==> src/rtl/sram_access_arbiter_if.sv <==
// Requester and SRAM-pin bundle for the framebuffer SRAM arbiter.
// master: the requesters and SRAM model side; slave: the arbiter.
interface sram_access_arbiter_if;
  logic        rd_req;
  logic [17:0] rd_addr;
  logic        rd_ack;
  logic        rd_valid;
  logic [15:0] rd_data;
  logic        wr_req;
  logic [17:0] wr_addr;
  logic [15:0] wr_data;
  logic        wr_ack;
  logic        busy;
  logic [17:0] sram_addr;
  logic [15:0] sram_dout;
  logic [15:0] sram_din;
  logic        sram_drive;
  logic        sram_ce_n;
  logic        sram_oe_n;
  logic        sram_we_n;

  modport master (
    output rd_req, rd_addr, wr_req, wr_addr, wr_data, sram_din,
    input  rd_ack, rd_valid, rd_data, wr_ack, busy,
           sram_addr, sram_dout, sram_drive, sram_ce_n, sram_oe_n, sram_we_n
  );

  modport slave (
    input  rd_req, rd_addr, wr_req, wr_addr, wr_data, sram_din,
    output rd_ack, rd_valid, rd_data, wr_ack, busy,
           sram_addr, sram_dout, sram_drive, sram_ce_n, sram_oe_n, sram_we_n
  );
endinterface

==> src/rtl/sram_access_arbiter.sv <==
// Framebuffer SRAM arbiter: shares one async SRAM between the display read
// port and the capture write port, and times the strobes of each access.
// Reads win ties; a bounded read streak forces a pending write through.
//
// state    | meaning
// ---------+-----------------------------------------------------------
// IDLE     | strobes released, arbitrating between rd_req and wr_req
// RD       | ce_n/oe_n low for ACCESS_CYCLES, data captured on last one
// WR_SETUP | ce_n low, data driven, we_n still high (address setup)
// WR_PULSE | we_n low for ACCESS_CYCLES
// WR_HOLD  | we_n high again, data and address held for one cycle
module sram_access_arbiter #(
  parameter int unsigned ACCESS_CYCLES   = 2,
  parameter int unsigned MAX_READ_STREAK = 3
) (
  input  logic                  sysClk,
  input  logic                  reset,
  sram_access_arbiter_if.slave  bus
);

  typedef enum logic [2:0] {IDLE, RD, WR_SETUP, WR_PULSE, WR_HOLD} state_t;

  localparam logic [3:0] TMR_LOAD   = 4'(ACCESS_CYCLES - 1);
  localparam logic [3:0] STREAK_MAX = 4'(MAX_READ_STREAK);

  state_t      state_q, state_d;
  logic [3:0]  timer_q, timer_d;
  logic [3:0]  streak_q, streak_d;
  logic        grant_rd, grant_wr;

  logic        ce_n_q, oe_n_q, we_n_q, drive_q, busy_q;
  logic        rd_ack_q, wr_ack_q, rd_valid_q;
  logic [17:0] addr_q;
  logic [15:0] dout_q, rd_data_q;

  logic        ce_n_d, oe_n_d, we_n_d, drive_d, busy_d;
  logic        rd_ack_d, wr_ack_d, rd_valid_d;
  logic [17:0] addr_d;
  logic [15:0] dout_d, rd_data_d;

  // State register with strobe timer and read-streak counter
  always_ff @(posedge sysClk) begin
    if (reset) begin
      state_q  <= IDLE;
      timer_q  <= '0;
      streak_q <= '0;
    end else begin
      state_q  <= state_d;
      timer_q  <= timer_d;
      streak_q <= streak_d;
    end
  end

  // Next-state logic: arbitration in IDLE, terminal-count exits elsewhere
  always_comb begin
    state_d  = state_q;
    timer_d  = timer_q;
    streak_d = streak_q;
    grant_rd = 1'b0;
    grant_wr = 1'b0;
    case (state_q)
      IDLE: begin
        if (bus.rd_req && !(bus.wr_req && streak_q == STREAK_MAX)) grant_rd = 1'b1;
        else if (bus.wr_req) grant_wr = 1'b1;
        if (grant_rd) begin
          state_d = RD;
          timer_d = TMR_LOAD;
        end else if (grant_wr) begin
          state_d = WR_SETUP;
        end
        // Only reads that keep a write waiting count toward the streak
        if (!bus.wr_req || grant_wr) streak_d = '0;
        else if (grant_rd && streak_q != STREAK_MAX) streak_d = streak_q + 4'd1;
      end
      RD: begin
        if (timer_q == 4'd0) state_d = IDLE;
        else timer_d = timer_q - 4'd1;
      end
      WR_SETUP: begin
        state_d = WR_PULSE;
        timer_d = TMR_LOAD;
      end
      WR_PULSE: begin
        if (timer_q == 4'd0) state_d = WR_HOLD;
        else timer_d = timer_q - 4'd1;
      end
      WR_HOLD:  state_d = IDLE;
      default:  state_d = IDLE;
    endcase
  end

  // Output decode: strobes follow the state being entered so they are registered
  always_comb begin
    ce_n_d     = (state_d == IDLE);
    oe_n_d     = (state_d != RD);
    we_n_d     = (state_d != WR_PULSE);
    drive_d    = (state_d == WR_SETUP) || (state_d == WR_PULSE) || (state_d == WR_HOLD);
    busy_d     = (state_d != IDLE);
    rd_ack_d   = grant_rd;
    wr_ack_d   = grant_wr;
    addr_d     = addr_q;
    dout_d     = dout_q;
    if (grant_rd) addr_d = bus.rd_addr;
    if (grant_wr) begin
      addr_d = bus.wr_addr;
      dout_d = bus.wr_data;
    end
    rd_valid_d = (state_q == RD) && (timer_q == 4'd0);
    rd_data_d  = rd_valid_d ? bus.sram_din : rd_data_q;
  end

  // Output registers; reset releases all strobes at once, aborting any access
  always_ff @(posedge sysClk) begin
    if (reset) begin
      ce_n_q     <= 1'b1;
      oe_n_q     <= 1'b1;
      we_n_q     <= 1'b1;
      drive_q    <= 1'b0;
      busy_q     <= 1'b0;
      rd_ack_q   <= 1'b0;
      wr_ack_q   <= 1'b0;
      rd_valid_q <= 1'b0;
      addr_q     <= '0;
      dout_q     <= '0;
      rd_data_q  <= '0;
    end else begin
      ce_n_q     <= ce_n_d;
      oe_n_q     <= oe_n_d;
      we_n_q     <= we_n_d;
      drive_q    <= drive_d;
      busy_q     <= busy_d;
      rd_ack_q   <= rd_ack_d;
      wr_ack_q   <= wr_ack_d;
      rd_valid_q <= rd_valid_d;
      addr_q     <= addr_d;
      dout_q     <= dout_d;
      rd_data_q  <= rd_data_d;
    end
  end

  assign bus.sram_ce_n  = ce_n_q;
  assign bus.sram_oe_n  = oe_n_q;
  assign bus.sram_we_n  = we_n_q;
  assign bus.sram_drive = drive_q;
  assign bus.busy       = busy_q;
  assign bus.rd_ack     = rd_ack_q;
  assign bus.wr_ack     = wr_ack_q;
  assign bus.rd_valid   = rd_valid_q;
  assign bus.sram_addr  = addr_q;
  assign bus.sram_dout  = dout_q;
  assign bus.rd_data    = rd_data_q;

endmodule

==> src/flat_wrapper.sv <==
// flat-port wrapper written by rule: the top's interface ports become plain ports
module sram_access_arbiter_flat 
#(
  parameter int unsigned ACCESS_CYCLES   = 2,
  parameter int unsigned MAX_READ_STREAK = 3
)
  (sysClk, reset, bus_rd_req, bus_rd_addr, bus_wr_req, bus_wr_addr, bus_wr_data, bus_sram_din, bus_rd_ack, bus_rd_valid, bus_rd_data, bus_wr_ack, bus_busy, bus_sram_addr, bus_sram_dout, bus_sram_drive, bus_sram_ce_n, bus_sram_oe_n, bus_sram_we_n);
  sram_access_arbiter_if bus_i ();
  input  logic sysClk;
  input  logic reset;
  input wire logic [$bits(bus_i.rd_req)-1:0] bus_rd_req;
  input wire logic [$bits(bus_i.rd_addr)-1:0] bus_rd_addr;
  input wire logic [$bits(bus_i.wr_req)-1:0] bus_wr_req;
  input wire logic [$bits(bus_i.wr_addr)-1:0] bus_wr_addr;
  input wire logic [$bits(bus_i.wr_data)-1:0] bus_wr_data;
  input wire logic [$bits(bus_i.sram_din)-1:0] bus_sram_din;
  output wire logic [$bits(bus_i.rd_ack)-1:0] bus_rd_ack;
  output wire logic [$bits(bus_i.rd_valid)-1:0] bus_rd_valid;
  output wire logic [$bits(bus_i.rd_data)-1:0] bus_rd_data;
  output wire logic [$bits(bus_i.wr_ack)-1:0] bus_wr_ack;
  output wire logic [$bits(bus_i.busy)-1:0] bus_busy;
  output wire logic [$bits(bus_i.sram_addr)-1:0] bus_sram_addr;
  output wire logic [$bits(bus_i.sram_dout)-1:0] bus_sram_dout;
  output wire logic [$bits(bus_i.sram_drive)-1:0] bus_sram_drive;
  output wire logic [$bits(bus_i.sram_ce_n)-1:0] bus_sram_ce_n;
  output wire logic [$bits(bus_i.sram_oe_n)-1:0] bus_sram_oe_n;
  output wire logic [$bits(bus_i.sram_we_n)-1:0] bus_sram_we_n;
  assign bus_i.rd_req = bus_rd_req;
  assign bus_i.rd_addr = bus_rd_addr;
  assign bus_i.wr_req = bus_wr_req;
  assign bus_i.wr_addr = bus_wr_addr;
  assign bus_i.wr_data = bus_wr_data;
  assign bus_i.sram_din = bus_sram_din;
  assign bus_rd_ack = bus_i.rd_ack;
  assign bus_rd_valid = bus_i.rd_valid;
  assign bus_rd_data = bus_i.rd_data;
  assign bus_wr_ack = bus_i.wr_ack;
  assign bus_busy = bus_i.busy;
  assign bus_sram_addr = bus_i.sram_addr;
  assign bus_sram_dout = bus_i.sram_dout;
  assign bus_sram_drive = bus_i.sram_drive;
  assign bus_sram_ce_n = bus_i.sram_ce_n;
  assign bus_sram_oe_n = bus_i.sram_oe_n;
  assign bus_sram_we_n = bus_i.sram_we_n;
  sram_access_arbiter #(.ACCESS_CYCLES(ACCESS_CYCLES), .MAX_READ_STREAK(MAX_READ_STREAK)) u_core (.sysClk(sysClk), .reset(reset), .bus(bus_i));
endmodule
==> config.mk <==
export PLATFORM = sky130hd
export DESIGN_NAME = sram_access_arbiter_flat
export DESIGN_NICKNAME = d
export VERILOG_FILES = /design/src/rtl/sram_access_arbiter_if.sv /design/src/rtl/sram_access_arbiter.sv /design/src/flat_wrapper.sv
export SDC_FILE = /design/constraint.sdc
export NUM_CORES = 1
export LEC_CHECK = 0
export CORE_MARGIN = 2
export CORE_UTILIZATION = 40
export DETAILED_ROUTE_END_ITERATION = 8
export GPL_TIMING_DRIVEN = 0
export PLACE_DENSITY = 0.79
export SYNTH_ARGS = -nofsm -noshare
export SYNTH_HDL_FRONTEND = slang
export SYNTH_SLANG_ARGS = --single-unit
==> constraint.sdc <==
create_clock -name sysClk -period 2.1 [get_ports sysClk]
set_input_delay 0.63 -clock sysClk [delete_from_list [all_inputs] [get_ports sysClk]]
set_output_delay 0.63 -clock sysClk [all_outputs]
set_load 0.05 [all_outputs]
-- After elaboration in Yosys (flattened, before gate mapping)
Cells that the tools add are included.
- add/subtract/negate cells: 2
- eq/ne operators: 12
- mux-type cells: 19
- reduce and logical (&&, ||, !) cells: 19
- operators by type and width (kind ; number):
    two-way mux 18 bit ; 2
    two-way mux 4 bit ; 4
    == test 3 x 2 -> 1 bit (second input constant) ; 4
    two-way mux 3 bit ; 4
    one-hot mux 3 bit (4 select lines) ; 1
    one-hot mux 4 bit (3 select lines) ; 1
    two-way mux 1 bit ; 7
    logical NOT 3 bit ; 2
    nonzero test 3 bit ; 2
    adder 4 x 1 -> 4 bit (second input constant) ; 1
    == test 4 x 2 -> 1 bit (second input constant) ; 1
    logical AND 1 bit ; 4
    logical NOT 4 bit ; 1
    != test 4 x 2 -> 1 bit (second input constant) ; 1
    nonzero test 2 bit ; 2
    subtractor 4 x 1 -> 4 bit (second input constant) ; 1
    == test 3 x 1 -> 1 bit (second input constant) ; 1
    == test 3 bit (second input constant) ; 1
    logical OR 1 bit ; 3
    != test 3 x 1 -> 1 bit (second input constant) ; 1
    != test 3 x 2 -> 1 bit (second input constant) ; 1
    AND reduction 3 bit ; 1
    logical NOT 1 bit ; 2
    != test 2 x 1 -> 1 bit (second input constant) ; 1
    3 further kinds ; 3
- register bits after elaboration: 69
- output and inout bits: 58
- word-level logic and storage cells: 66

-- Logic depth before layout (Yosys ltp)
Gate-level depths: netlist of the first run.
- word-level depth: 12
- gate-level depth with buffers: 8
- mapped depth without buffers: 6

-- Worst setup path after synthesis of the first run
Ideal clock, no wire load.
- path type: reg-to-reg
- from: register u_core.timer_q[0]
- to: register u_core.timer_q[1]
- setup time: 0.087 ns
- data arrival time: 1.814 ns
- setup slack: 0.199 ns
- cell stages (with the launch flop): 7
- path buffers: 0
- cells stage by stage: dfxtp_1 -> inv_1 -> ha_1 -> and4bb_2 -> or2_2 -> or4b_2 -> o31ai_1
- cells in the longest elaborated chain, start to end: 3
- elaborated cells on any way between the ends: 6
- ends and longest elaborated chain (item ; line ; RTL):
    from (decl) ; sram_access_arbiter.sv:27 ; logic [3:0] timer_q, timer_d;
    from (signal assigned) ; sram_access_arbiter.sv:49 ; timer_q <= timer_d;
    subtractor 4 x 1 -> 4 bit or logical NOT 4 bit (tied branches) ; n/a ;
    two-way mux 4 bit or != test 2 bit (tied branches) ; n/a ;
    one-hot mux 4 bit (3 select lines) or AND reduction 3 bit (tied branches) ; n/a ;
Several ways; a longest one is shown, not always the timed one. The select of a mux whose other input is x is not followed.
A chain may end at the register's enable or synchronous reset.

-- Worst setup path after layout of the first run
- from: register u_core.ce_n_q (netlist: u_core.bus.sram_ce_n)
- to: output port bus_sram_ce_n
- RTL lines (item ; line ; RTL):
    from (decl) ; sram_access_arbiter.sv:31 ; logic ce_n_q, oe_n_q, we_n_q, drive_q, busy_q;
    from (signal assigned) ; sram_access_arbiter.sv:127 ; ce_n_q <= ce_n_d;
    to (decl) ; flat_wrapper.sv:25 ; output wire logic [$bits(bus_i.sram_ce_n)-1:0] bus_sram_ce_n;
No word-level cell between the ends.

==> reports/metrics.cfg, run 1 <==
[clocking]
tritoncts.num_buffers=9
clkSinkCount=69
cts_root_buffer=sky130_fd_sc_hd__clkbuf_8
h-tree-depth=3
cts.reportedPaths.clkPinSlew_ns=0.07
tritoncts=yes
clock_latency_ns=0.34
clock_tree.buffer_depth=2

[critical_path]
setup.worst_path.start=u_core.bus.sram_ce_n
worstRegToRegCells=6
worst_ep_arrival_time_ns=1.43
crit_path_max_fanout=1
critPathKind=reg -> out
critical_path.n_buffers_inverters=1
critical-path-top-delay-family=buffers and inverters
timing.critical_path.required_ns=1.47
path_depth=1
worstReg2RegStart=u_core.timer_q[0]
timing.critical_path.cells=clkdlybuf4s50_1
ff2ff_setup_slack_ns=0.11
r2r-end=u_core.timer_q[1]
cp-start-kind=flop
cpMaxStageDelayCell=sky130_fd_sc_hd__clkdlybuf4s50_1
worst_setup_path_end_kind=primary output
crit_path_max_incr_delay_ns=0.80

[yosys]
synthesis.area_per_instance_um2=8.207
postSynthRegisterBits=69
synth_cell_types=33
synth.yosys.seq_area_share_pct=51.47
post_synth_inst_count=327
synthFlopType=sky130_fd_sc_hd__dfxtp_1
syn-cell-area_mm2=0.002684
synthesis.nets=401
synth-edff-count=0
synth_async_sr_flop_share_pct=0
yosys_warnings=0

[outcome]
run_status=finished, final reports clean

[drt]
wl_per_cell_um=13.95
avgViaCountPerCell=5.080
ant_nets=0
number_of_drc_markers_in_iteration_0=100
drt_wl_total_um=7660
detailroute.via_count=2789
remaining_drc_errors=0
drt_pass1_iterations=4

[timing]
clock.fmax_mhz=484.5
max_slew_margin_pct=63.19
min_period_ns=2.064
hold_violations=0
rsz0062_at_grt=false
finalCritPeriodShare_pct=98.28
setup_violations=0
worst_pin_slew_ns=0.5521
postLayoutSetupSlackWorst_ns=0.03619
worst_case_clock_skew_ns=0.01333
timing.final.max_slew_violations=0

[floorplanning]
height_of_the_chip_um=85.91
dieWidth_um=85.91
rows=29
start_util_pct=41.79
die-area_mm2=0.007381
boundaryPins=130
core_mm2=0.006422

[grt]
vias_in_the_first_global_route=2653
grt.overflow.total=0
groute.usage.overall_pct=20.46
grt_antenna_before_repair=0
grt_start_max_net_pins=13
grt_pass1_wl_um=12030

[power_and_ir_drop]
comb_power_share_pct=28.0
internal_power_w=0.002686
sequentialPowerShare_pct=37.9
worst_ir_drop_vdd_mv=0.4625
swShare_pct=32.47
power.static_leakage_nw=1.887
p_per_area_mw_per_mm2=919.0
share_clk_of_total_power_pct=34.1
p_sw_w=0.001292

[cells_and_area]
diode_insertion_count_for_antenna_repair=0
layout_common_cells=105 x sky130_fd_sc_hd__nand2_1, 71 x sky130_fd_sc_hd__clkdlybuf4s50_1, 68 x sky130_fd_sc_hd__dfxtp_1, 50 x sky130_fd_sc_hd__dlygate4sd2_1, 39 x sky130_fd_sc_hd__a21oi_1
drive_gt1_share_pct=8.475
nNetsFinal=541
stdcell_count=549
areaGrowthSynthToFinish_pct=61.26
utilization_pct=67.39
layout.cells.most_common=sky130_fd_sc_hd__nand2_1

[min_path]
min_delay_worst_endpoint=u_core.bus.sram_dout[6]
worstHoldPathCells=2
min_from=u_core.bus.sram_dout[6]
min-delay-path-class=reg -> reg

[placement]
total_half_perimeter_wirelength_after_legalization_and_detailed_placement_um=5603
place.port_buffers=128
gp_congestion=0.8207
dpl.cell_count=532
pre_cts_ws_ns=-0.7130

[flow_run]
cap_viol_max_count=0

through the flow:
stage                     area (um^2)  hold WS, ns  setup TNS, ns  total power, W
after floorplan                  2684       0.4406              0        0.002252
after global placement           4061       0.4415         -23.66        0.002679
after detailed placement         4061       0.4472         -24.40        0.002698
after CTS                        4303       0.4555              0        0.004001
after global routing             4328       0.4754              0        0.004160
final                            4328       0.4518              0        0.003977
layout make-up:
type	instances	area, um^2
fillers	588	2095
flip-flops and latches	69	1383
repair buffers	129	1244
multi-input cells	232	1209
clock buffers	11	151.4
plain buffers	21	120.1
clock inverters	5	106.4
well taps	77	96.34
inverters	5	18.77
repair_timing:
action	4_1_cts	5_1_grt
hold buffers	0	0
endpoints found under the setup margin	87	37
pin swaps	1	0
buffers inserted	1	0
gates resized for setup	62	11
kinds of logic after synthesis:
family	Yosys count	synth area share [%]
buffers and inverters	26	4.662
adders and majority gates	2	0.9323
DFF	69	51.47
AOI/OAI and AO/OA	68	16.74
and+or+nand+nor	162	26.20
worst max path at each step:
stage,to
after floorplan,u_core.timer_q[1]
after global placement,u_core.bus.sram_addr[14]
after detailed placement,u_core.bus.sram_addr[10]
after CTS,bus_sram_we_n
after global routing,bus_rd_valid
final,bus_sram_ce_n
routing by layer:
layer / global-route usage (%) / part of all wire (%) / up-vias
li1: - / - / 1394
met1: 24.61 / 42 / 1271
met2: 34.32 / 46 / 107
met3: 5.582 / 9.2 / 17
met4: 8.658 / 2.2 / 0
met5: 0 / 0 / -
synth_stat cells, drive strengths merged (2+ instances only):
master  instances  area share [%]
a21oi          39             7.3
a311oi         19             6.2
and4bb          2            0.93
buf             5             1.7
clkbuf         16             2.2
dfxtp          69              51
ha              2            0.93
inv             5            0.70
nand2         105              15
nand3           5            0.93
nand3b          2            0.56
nor2           29             4.1
nor3            7             1.7
nor3b           2            0.56
o21a            2            0.56
o21ai           2            0.37
o31ai           2            0.56
or3             2            0.47
power by group through the flow:
stage               clock (W)  sequential [W]  combinational (W)
floorplan                   0         0.00191           0.000345
global placement            0         0.00153            0.00115
detailed placement          0         0.00154            0.00116
CTS                   0.00138         0.00150            0.00112
global route          0.00145         0.00152            0.00119
finish                0.00136         0.00151            0.00111
sequential cells by signal, summed over array words and instances, names as in the netlist:
register / flops
u_core.bus.wr_ack: 1
u_core.bus.rd_ack: 1
u_core.state_q: 3
u_core.bus.rd_valid: 1
u_core.bus.sram_dout: 16
u_core.bus.sram_ce_n: 1
u_core.bus.sram_addr: 18
u_core.bus.busy: 1
u_core.bus.sram_drive: 1
u_core.bus.rd_data: 16
u_core.streak_q: 4
u_core.bus.sram_oe_n: 1
u_core.bus.sram_we_n: 1
u_core.timer_q: 4
tightest hold or removal path, delay by kind of cell (launching register included):
kind               cells  cell delay, ns
DFF                    1            0.31
AOI/OAI and AO/OA      1            0.05
and+or+nand+nor        1            0.05
Note: power is estimated with default switching activity, not from simulation.
==> run 2: changes to the inputs <==
CORE_UTILIZATION = 43   (was 40)
PLACE_DENSITY = 0.84   (was 0.79)
clock period = 2.46 ns   (was 2.1 ns; I/O delays follow)
==> reports/metrics.cfg, run 2 (synthesized netlist as in run 1, its figures left out) <==
[outcome]
run_status=finished, final reports clean

[critical_path]
cpMaxStageDelayCell=sky130_fd_sc_hd__clkdlybuf4s50_1
ff2ff_setup_slack_ns=0.35  ; +0.24 ns
cp-start-kind=primary input
critical-path-top-delay-family=buffers and inverters
timing.critical_path.cells=clkdlybuf4s50_1 > and4bb_2 > o211ai_4 > clkbuf_2 > nor2_1 > a311oi_1
critical_path.n_buffers_inverters=2  ; +1
crit_path_max_fanout=10  ; +9
timing.critical_path.required_ns=2.71  ; +1.24 ns
crit_path_max_incr_delay_ns=0.58  ; -0.22 ns
worst_setup_path_end_kind=flop
critPathKind=in -> reg
worst_ep_arrival_time_ns=2.62  ; +1.19 ns

[drt]
ant_nets=0  ; unchanged
detailroute.via_count=2785  ; -0.14%
avgViaCountPerCell=5.091  ; +0.22%
remaining_drc_errors=0  ; unchanged
number_of_drc_markers_in_iteration_0=93  ; -7.0%
wl_per_cell_um=14.26  ; +2.2%
drt_wl_total_um=7802  ; +1.9%
drt_pass1_iterations=4  ; unchanged

[cells_and_area]
multi_input_area_mm2=0.001204  ; -0.41%
layout.cells.most_common=sky130_fd_sc_hd__clkdlybuf4s50_1
nNetsFinal=541  ; unchanged
final.fill_count=480  ; -18%
areaGrowthSynthToFinish_pct=61.12  ; about the same
utilization_pct=72.18  ; +4.8 points
largest_register_ffs=18  ; unchanged
diode_insertion_count_for_antenna_repair=0  ; unchanged
drive_gt1_share_pct=7.415  ; -1.1 points
sequential_cell_area_mm2=0.001381  ; about the same
layout_common_cells=128 x sky130_fd_sc_hd__clkdlybuf4s50_1, 105 x sky130_fd_sc_hd__nand2_1, 69 x sky130_fd_sc_hd__dfxtp_1, 39 x sky130_fd_sc_hd__a21oi_1, 29 x sky130_fd_sc_hd__nor2_1

[floorplanning]
rows=28  ; -3.4%
height_of_the_chip_um=83  ; -3.4%
boundaryPins=130  ; unchanged
start_util_pct=44.80  ; +3.0 points
core_mm2=0.005991  ; -6.7%
dieWidth_um=83  ; -3.4%
die-area_mm2=0.006889  ; -6.7%

[timing]
worst_pin_slew_ns=0.9360  ; +0.3839 ns
min_period_ns=2.370
hold_violations=0  ; unchanged
setup-tns-final_ns=0  ; unchanged
finalCritPeriodShare_pct=96.35
clock.fmax_mhz=421.9
max_slew_margin_pct=37.12  ; -26 points
setup_violations=0  ; unchanged
worst_case_clock_skew_ns=0.007228  ; -0.006104 ns
timing.final.max_slew_violations=0  ; unchanged

[placement]
place.port_buffers=128  ; unchanged
gp_congestion=0.8175  ; -0.39%
total_half_perimeter_wirelength_after_legalization_and_detailed_placement_um=5494  ; -1.9%

[clocking]
tritoncts.num_buffers=9  ; unchanged
clock_latency_ns=0.35  ; about the same
h-tree-depth=3  ; unchanged
clkSinkCount=69  ; unchanged
clock_tree.buffer_depth=2  ; unchanged
cts.reportedPaths.clkPinSlew_ns=0.08  ; about the same
cts_root_buffer=sky130_fd_sc_hd__clkbuf_8
tritoncts=yes

[grt]
grt_pass1_wl_um=12640  ; +5.0%
grt.overflow.total=0  ; unchanged
grt_antenna_before_repair=0  ; unchanged
groute.usage.overall_pct=22.19  ; +1.7 points
grt_start_max_net_pins=13  ; unchanged
vias_in_the_first_global_route=2764  ; +4.2%

[power_and_ir_drop]
worst_ir_drop_vdd_mv=0.4722  ; +2.1%
finalPower_w=0.003336  ; -16%
p_per_area_mw_per_mm2=771.6  ; -16%
power.static_leakage_nw=1.563  ; -17%

[flow_run]
cap_viol_max_count=0  ; unchanged

[min_path]
min-delay-path-class=reg -> reg

[run 2: changes by cell type in the layout (fill, tap and decap cells not counted), moves of 2 or more]
| cell | before | now |
|---|---|---|
| sky130_fd_sc_hd__dlymetal6s2s_1 | 7 | 0 |
| sky130_fd_sc_hd__clkdlybuf4s50_1 | 71 | 128 |
| sky130_fd_sc_hd__clkbuf_4 | 2 | 0 |
| sky130_fd_sc_hd__dlygate4sd2_1 | 50 | 0 |
| sky130_fd_sc_hd__clkbuf_1 | 9 | 12 |
[run 2: area by class of cell]
| cell class | instances | area share (%) |
|---|---|---|
| sequential | 69 | 31.94 |
| clock buffer | 11 | 3.270 |
| timing repair buffer | 129 | 29.80 |
| buffer | 21 | 2.604 |
| clock inverter | 5 | 1.939 |
| inverter | 5 | 0.4340 |
| multi-input combinational | 232 | 27.84 |
| tap | 75 | 2.170 |
[run 2: where the power goes]
part / internal [W] / switching (W) / leakage, nW
registers: 0.00123 / 0.0000586 / 0.565
clock network: 0.000601 / 0.000447 / 0.106
logic: 0.000383 / 0.000620 / 0.892
[run 2: final timing paths]
kind | start | end | cells past startpoint
hold / removal | u_core.bus.sram_dout[5] | u_core.bus.sram_dout[5] | 2
setup reg to reg | u_core.state_q[2] | u_core.bus.sram_addr[13] | 5
hold reg to reg | u_core.bus.sram_dout[5] | u_core.bus.sram_dout[5] | 2
setup / recovery | bus_wr_req | u_core.bus.sram_addr[13] | 6
[run 2: stage by stage]
stage	area, um^2	setup slack (ns)	hold WS [ns]	cells
6_report	4324	0.08991	0.4546	547
3_5_place_dp	4059	-0.4739	0.4455	530
4_1_cts	4293	0.01592	0.4557	546
3_3_place_gp	4059	-0.3998	0.4409	530
2_1_floorplan	2684	0.5208	0.4406	327
5_1_grt	4324	-0.004232	0.4736	547
[run 2: layer usage]
metal / global-route usage [%] / part of all wire (%) / vias to the layer above
met5: 0 / 0 / -
met4: 6.557 / 1.5 / 0
met3: 8.946 / 6.9 / 10
met2: 38.27 / 49 / 103
met1: 25.20 / 42 / 1280
li1: - / - / 1392
[run 2: worst min-delay path: cells and delay by family (launching register included)]
kind	cells	cell delay, ns
DFF	1	0.31
AOI/OAI and AO/OA	1	0.05
and+or+nand+nor	1	0.05
[run 2: what timing repair did]
action / CTS / global route
setup buffers: 0 / 1
endpoints found under the setup margin: 15 / 25
pin swaps: 0 / 1
hold buffers: 0 / 0
resized for setup: 4 / 8
